### config.mk
export PLATFORM = sky130hd
export DESIGN_NAME = rx_matched_decim
export DESIGN_NICKNAME = d
export VERILOG_FILES = /design/src/rtl/rx_matched_decim.sv
export SDC_FILE = /design/constraint.sdc
export NUM_CORES = 1
export LEC_CHECK = 0
export ABC_CLOCK_PERIOD_IN_PS = 10880
export CORE_MARGIN = 2
export CORE_UTILIZATION = 55
export DETAILED_ROUTE_END_ITERATION = 8
export GPL_ROUTABILITY_DRIVEN = 0
export PLACE_DENSITY = 0.82
export SLEW_MARGIN = 15
export SYNTH_ARGS = -nofsm -noshare
export SYNTH_HDL_FRONTEND = slang
export SYNTH_SLANG_ARGS = --single-unit
export TNS_END_PERCENT = 1
### constraint.sdc
create_clock -name clk -period 10.88 [get_ports clk]
set_clock_uncertainty 0.1 [all_clocks]
set_input_delay 2.176 -clock clk [delete_from_list [all_inputs] [get_ports clk]]
set_output_delay 2.176 -clock clk [all_outputs]
set_load 0.1 [all_outputs]
### src/rtl/rx_matched_decim.sv
// Receive matched filter with decimation: one 5-tap MAC output per DECIM accepted samples.
// Build option: define RX_ROUND_EN for round-half-up products; otherwise products truncate.
module rx_matched_decim #(
    parameter int unsigned DECIM = 4,
    parameter int unsigned PW    = 2
) (
    input  logic          clk,
    input  logic          rstn,
    input  logic [11:0]   rx_in,
    input  logic          in_valid,
    input  logic [PW-1:0] phase_sel,
    input  logic [11:0]   c0,
    input  logic [11:0]   c1,
    input  logic [11:0]   c2,
    input  logic [11:0]   c3,
    input  logic [11:0]   c4,
    output logic [21:0]   rx_out,
    output logic          out_valid,
    output logic          busy,
    output logic          overrun
);

    localparam int unsigned XW  = 12;
    localparam int unsigned CW  = 12;
    localparam int unsigned MW  = 24;
    localparam int unsigned PRW = 20;
    localparam int unsigned AW  = 22;
    localparam int unsigned NT  = 5;
    localparam int unsigned KW  = 3;

    typedef enum logic [1:0] {
        IDLE = 2'd0,
        MAC  = 2'd1,
        OUT  = 2'd2
    } state_t;

    state_t state, state_nxt;

    logic signed [XW-1:0]  x    [NT];
    logic signed [XW-1:0]  snap [NT];
    logic signed [AW-1:0]  acc;
    logic [KW-1:0]         k;
    logic [PW-1:0]         phase;

    logic                  trigger_c;
    logic                  start_c;
    logic                  acc_en_c;
    logic                  load_out_c;
    logic                  drop_c;

    logic signed [XW-1:0]  a_sel;
    logic signed [CW-1:0]  c_sel;
    logic signed [MW-1:0]  a_ext;
    logic signed [MW-1:0]  c_ext;
    logic signed [MW-1:0]  tmp;
    logic signed [PRW-1:0] prod_r;
    logic signed [PRW-1:0] prod;
    logic signed [AW-1:0]  prod_ext;
    logic                  sat_c;

    // Phase compare uses the counter value before this sample's increment.
    assign trigger_c = in_valid && (phase == phase_sel);

    // State register
    always_ff @(posedge clk) begin
        if (!rstn) begin
            state <= IDLE;
        end else begin
            state <= state_nxt;
        end
    end

    // Next-state and datapath controls
    always_comb begin
        state_nxt  = state;
        start_c    = 1'b0;
        acc_en_c   = 1'b0;
        load_out_c = 1'b0;
        drop_c     = 1'b0;
        case (state)
            IDLE: begin
                if (trigger_c) begin
                    start_c   = 1'b1;
                    state_nxt = MAC;
                end
            end
            MAC: begin
                acc_en_c = 1'b1;
                drop_c   = trigger_c;
                if (k == KW'(NT - 1)) begin
                    state_nxt = OUT;
                end
            end
            OUT: begin
                load_out_c = 1'b1;
                drop_c     = trigger_c;
                state_nxt  = IDLE;
            end
            default: begin
                state_nxt = IDLE;
            end
        endcase
    end

    // Tap select for the shared multiplier
    always_comb begin
        a_sel = '0;
        c_sel = '0;
        case (k)
            3'd0: begin a_sel = snap[0]; c_sel = $signed(c0); end
            3'd1: begin a_sel = snap[1]; c_sel = $signed(c1); end
            3'd2: begin a_sel = snap[2]; c_sel = $signed(c2); end
            3'd3: begin a_sel = snap[3]; c_sel = $signed(c3); end
            3'd4: begin a_sel = snap[4]; c_sel = $signed(c4); end
            default: begin
                a_sel = '0;
                c_sel = '0;
            end
        endcase
    end

    // Q.21 product reduced to 20.18; only -2048 * -2048 can exceed the range
    always_comb begin
        a_ext = {{(MW - XW){a_sel[XW-1]}}, a_sel};
        c_ext = {{(MW - CW){c_sel[CW-1]}}, c_sel};
        tmp   = a_ext * c_ext;
        sat_c = (tmp == $signed(MW'(24'h400000)));
`ifdef RX_ROUND_EN
        prod_r = tmp[22:3] + $signed({{(PRW - 1){1'b0}}, tmp[2]});
`else
        prod_r = tmp[22:3];
`endif
        prod     = sat_c ? $signed(PRW'(20'h7FFFF)) : prod_r;
        prod_ext = {{(AW - PRW){prod[PRW-1]}}, prod};
    end

    // Delay line, phase counter and snapshot
    always_ff @(posedge clk) begin
        if (!rstn) begin
            for (int i = 0; i < NT; i++) begin
                x[i]    <= '0;
                snap[i] <= '0;
            end
            phase <= '0;
        end else begin
            if (in_valid) begin
                x[0] <= $signed(rx_in);
                for (int i = 1; i < NT; i++) begin
                    x[i] <= x[i-1];
                end
                phase <= (phase == PW'(DECIM - 1)) ? '0 : phase + PW'(1);
            end
            if (start_c) begin
                snap[0] <= $signed(rx_in);
                for (int i = 1; i < NT; i++) begin
                    snap[i] <= x[i-1];
                end
            end
        end
    end

    // Accumulator and tap index
    always_ff @(posedge clk) begin
        if (!rstn) begin
            acc <= '0;
            k   <= '0;
        end else if (start_c) begin
            acc <= '0;
            k   <= '0;
        end else if (acc_en_c) begin
            acc <= acc + prod_ext;
            k   <= k + KW'(1);
        end
    end

    // Registered outputs
    always_ff @(posedge clk) begin
        if (!rstn) begin
            rx_out    <= '0;
            out_valid <= 1'b0;
            busy      <= 1'b0;
            overrun   <= 1'b0;
        end else begin
            out_valid <= load_out_c;
            if (load_out_c) begin
                rx_out <= acc;
            end
            busy    <= (state_nxt != IDLE);
            overrun <= overrun | drop_c;
        end
    end

endmodule

==> run metrics <==
CP max-delay cell=fa_1; Crit Path Max Fanout=10; post-synthesis sequential area ratio=0.323; Via density=approximately 5.7; Layout area overhead=16.4%; HPWL after DPL=between 20000 and 25000 um; status=complete, no violations; EDFF count, synth=roughly 110; setup violators final=0; routed vias=approximately 10000; M3 GR Usage=0.0312; worst-case clock buffer depth=2; Setup CP Type=in -> reg; Port Buffers=101; Synth Instances=around 1300; global route hottest layer=met2; Main synth FF type=edfxtp_1; GR Layer Usage met1=0.327; post-synthesis register bit count=around 160; depth of the CTS H-tree=4; layout cell share with drive strength beyond 1=0.0688; most frequent CP cell=fa_1; post-synth top area share=0.242; largest net degree at the start of global routing=87; DR iter-0 viols=slightly below 800; drt pass-1 iters=7; Synth async-reset ratio=0; Worst setup SP type=input port; Antenna Cells=0; CP Capture Type=register; hold_buf cts=0; post-synth cell types=between 60 and 70; gr ovfl total=0; Hold WC Path Type=reg -> reg; critical path required time=between 10 and 15 ns; DRC violation count after routing=0; post-route worst setup slack=about 0.34 ns; Worst path max stage delay=0.55 ns; CTS Root Cell=clkbuf_16; GRT met2 Usage=0.414; FILL cells=between 1500 and 2000; final wirelength=~31000 um; Avg WL per Cell=between 15 and 20 um; syn avg cell area=between 10 and 15 um^2; clk sink count=about 160; die width=between 150 and 200 um; first-pass GRT wire length=around 51000 um; CP arrival=10.71 ns; largest cells by area after synthesis=edfxtp_1 (24%), fa_1 (21%), dfxtp_1 (8.1%), ha_1 (7.7%), inv_1 (5.4%); max_slew headroom=0.274; area of the mapped netlist=~13000 um^2; most common library cells after synthesis=inv_1 (192), fa_1 (139), nand2_1 (113), nor2_1 (113), edfxtp_1 (108); FP Rows=57; count leader, synth=inv_1; antenna-violating nets left=0; Pins Over Slew Limit=0; leading area contributor after synthesis=edfxtp_1; period utilization=0.969; die area=25600 um^2; clk_lat worst skew=between 0.4 and 0.5 ns; max-capacitance violation count=0; chip height=approximately 160 um; Top Ports=between 100 and 150; initial core utilization=0.556; CTS Buf Count=17; Final #Nets=1753; Syn. warnings=0; vias in the first global route=10500; Final Hold Fails=0; maximum clock rate=between 0.09 and 0.1 GHz; Slew @ Worst Pin=1.09 ns; CTS tree=built; Tot GR Track Use=0.248; core footprint=approximately 24000 um^2; post-synthesis net count=between 1500 and 2000; DP Worst Slack=-0.0463 ns; initial antenna violation count=0; CTS clk-pin slew, worst paths=approximately 0.06 ns; crit path time final=roughly 11 ns
timing repair:
action                     4_1_cts  5_1_grt
setup endpoints to repair        0        6
buffers inserted                 0        2
resized for setup                0       11
path summary, 6_finish.rpt:
| kind | to | depth (start not counted) | startpoint | slack, ns |
|---|---|---|---|---|
| worst min register to register | rx_out[2] | 2 | rx_out[2] | 0.39 |
| worst max register to register | acc[14] | 36 | k[2] | 0.84 |
| worst min-delay path | rx_out[2] | 2 | rx_out[2] | 0.39 |
| worst max-delay path | acc[14] | 35 | c3[3] | 0.34 |
worst max-delay path, delay by kind of cell:
| kind | cells | cell delay [ns] |
|---|---|---|
| adders and majority gates | 7 | 3.33 |
| buffers and inverters | 8 | 1.07 |
| and+or+nand+nor | 7 | 1.14 |
| xor gates and xnor gates | 2 | 0.28 |
| muxes | 1 | 0.26 |
| AOI/OAI and AO/OA | 10 | 2.44 |
placed cells by master (no fill, tap or decap), types with 3 or more instances in the layout:
cell type	n
nor3_1	10
and3_1	50
fa_1	138
mux2i_1	41
buf_4	55
and4_1	3
nor2b_1	5
nand3b_1	3
o211ai_1	8
clkdlybuf4s50_1	101
or4_1	4
nand3_1	9
a222oi_1	22
ha_1	81
or3_1	6
a21oi_1	29
dfxtp_1	54
nand2_1	111
o21a_1	23
nor3b_1	8
clkbuf_1	4
nor2_1	112
clkbuf_16	17
o21ai_0	30
nand4_1	3
inv_1	191
a21o_1	10
xor2_1	16
a22oi_1	24
o21ai_1	10
and2_1	77
a211oi_1	10
edfxtp_1	108
nand2b_1	11
xnor2_1	26
a31oi_1	4
area by class of cell:
cell class / count / area, um^2 / share of cell area
clock inverter: 10 / 111 / 0.00714
timing repair buffer: 156 / 1420 / 0.0913
multi-input combinational: 926 / 8170 / 0.524
clock buffer: 21 / 440 / 0.0282
tap: 324 / 405 / 0.0260
inverter: 192 / 721 / 0.0462
sequential: 162 / 4320 / 0.277
layer usage:
| metal | wire, um | up-vias |
|---|---|---|
| li1 | - | 4729 |
| met1 | 12900 | 5094 |
| met2 | 15500 | 384 |
| met3 | 1950 | 88 |
| met4 | 999 | 0 |
| met5 | 0 | - |
registers in the layout, indices dropped and copies added, names as in the netlist:
| signal | count |
|---|---|
| k | 3 |
| out_valid | 1 |
| acc | 22 |
| busy | 1 |
| snap | 60 |
| phase | 2 |
| state | 2 |
| rx_out | 22 |
| x | 48 |
| overrun | 1 |
kinds of logic (layout without fill, tap and decap cells):
family | count (synthesis) | in the layout | synth area share
xor+xnor | 42 | 42 | 0.0275
fa+ha+maj | 221 | 221 | 0.284
flops | 162 | 162 | 0.323
simple gates | 425 | 425 | 0.159
compound gates | 195 | 195 | 0.104
mux | 43 | 43 | 0.0326
buf+inv | 251 | 379 | 0.0704
through the flow:
| stage | utilization | hold slack (ns) | setup TNS [ns] | cell area (um^2) | instances |
|---|---|---|---|---|---|
| 2_1_floorplan | - | 0.363 | 0 | 13400 | 1339 |
| 3_3_place_gp | 0.622 | 0.363 | 0 | 15000 | 1758 |
| 3_5_place_dp | 0.622 | 0.376 | -0.0869 | 15000 | 1758 |
| 4_1_cts | 0.645 | 0.399 | 0 | 15600 | 1789 |
| 5_1_grt | 0.647 | 0.431 | -0.0847 | 15600 | 1791 |
| 6_report | 0.647 | 0.392 | 0 | 15600 | 1791 |
Power is left out: the tool's default activity adds up to more than one toggle a clock period on the data nets, which glitch-free logic cannot reach.
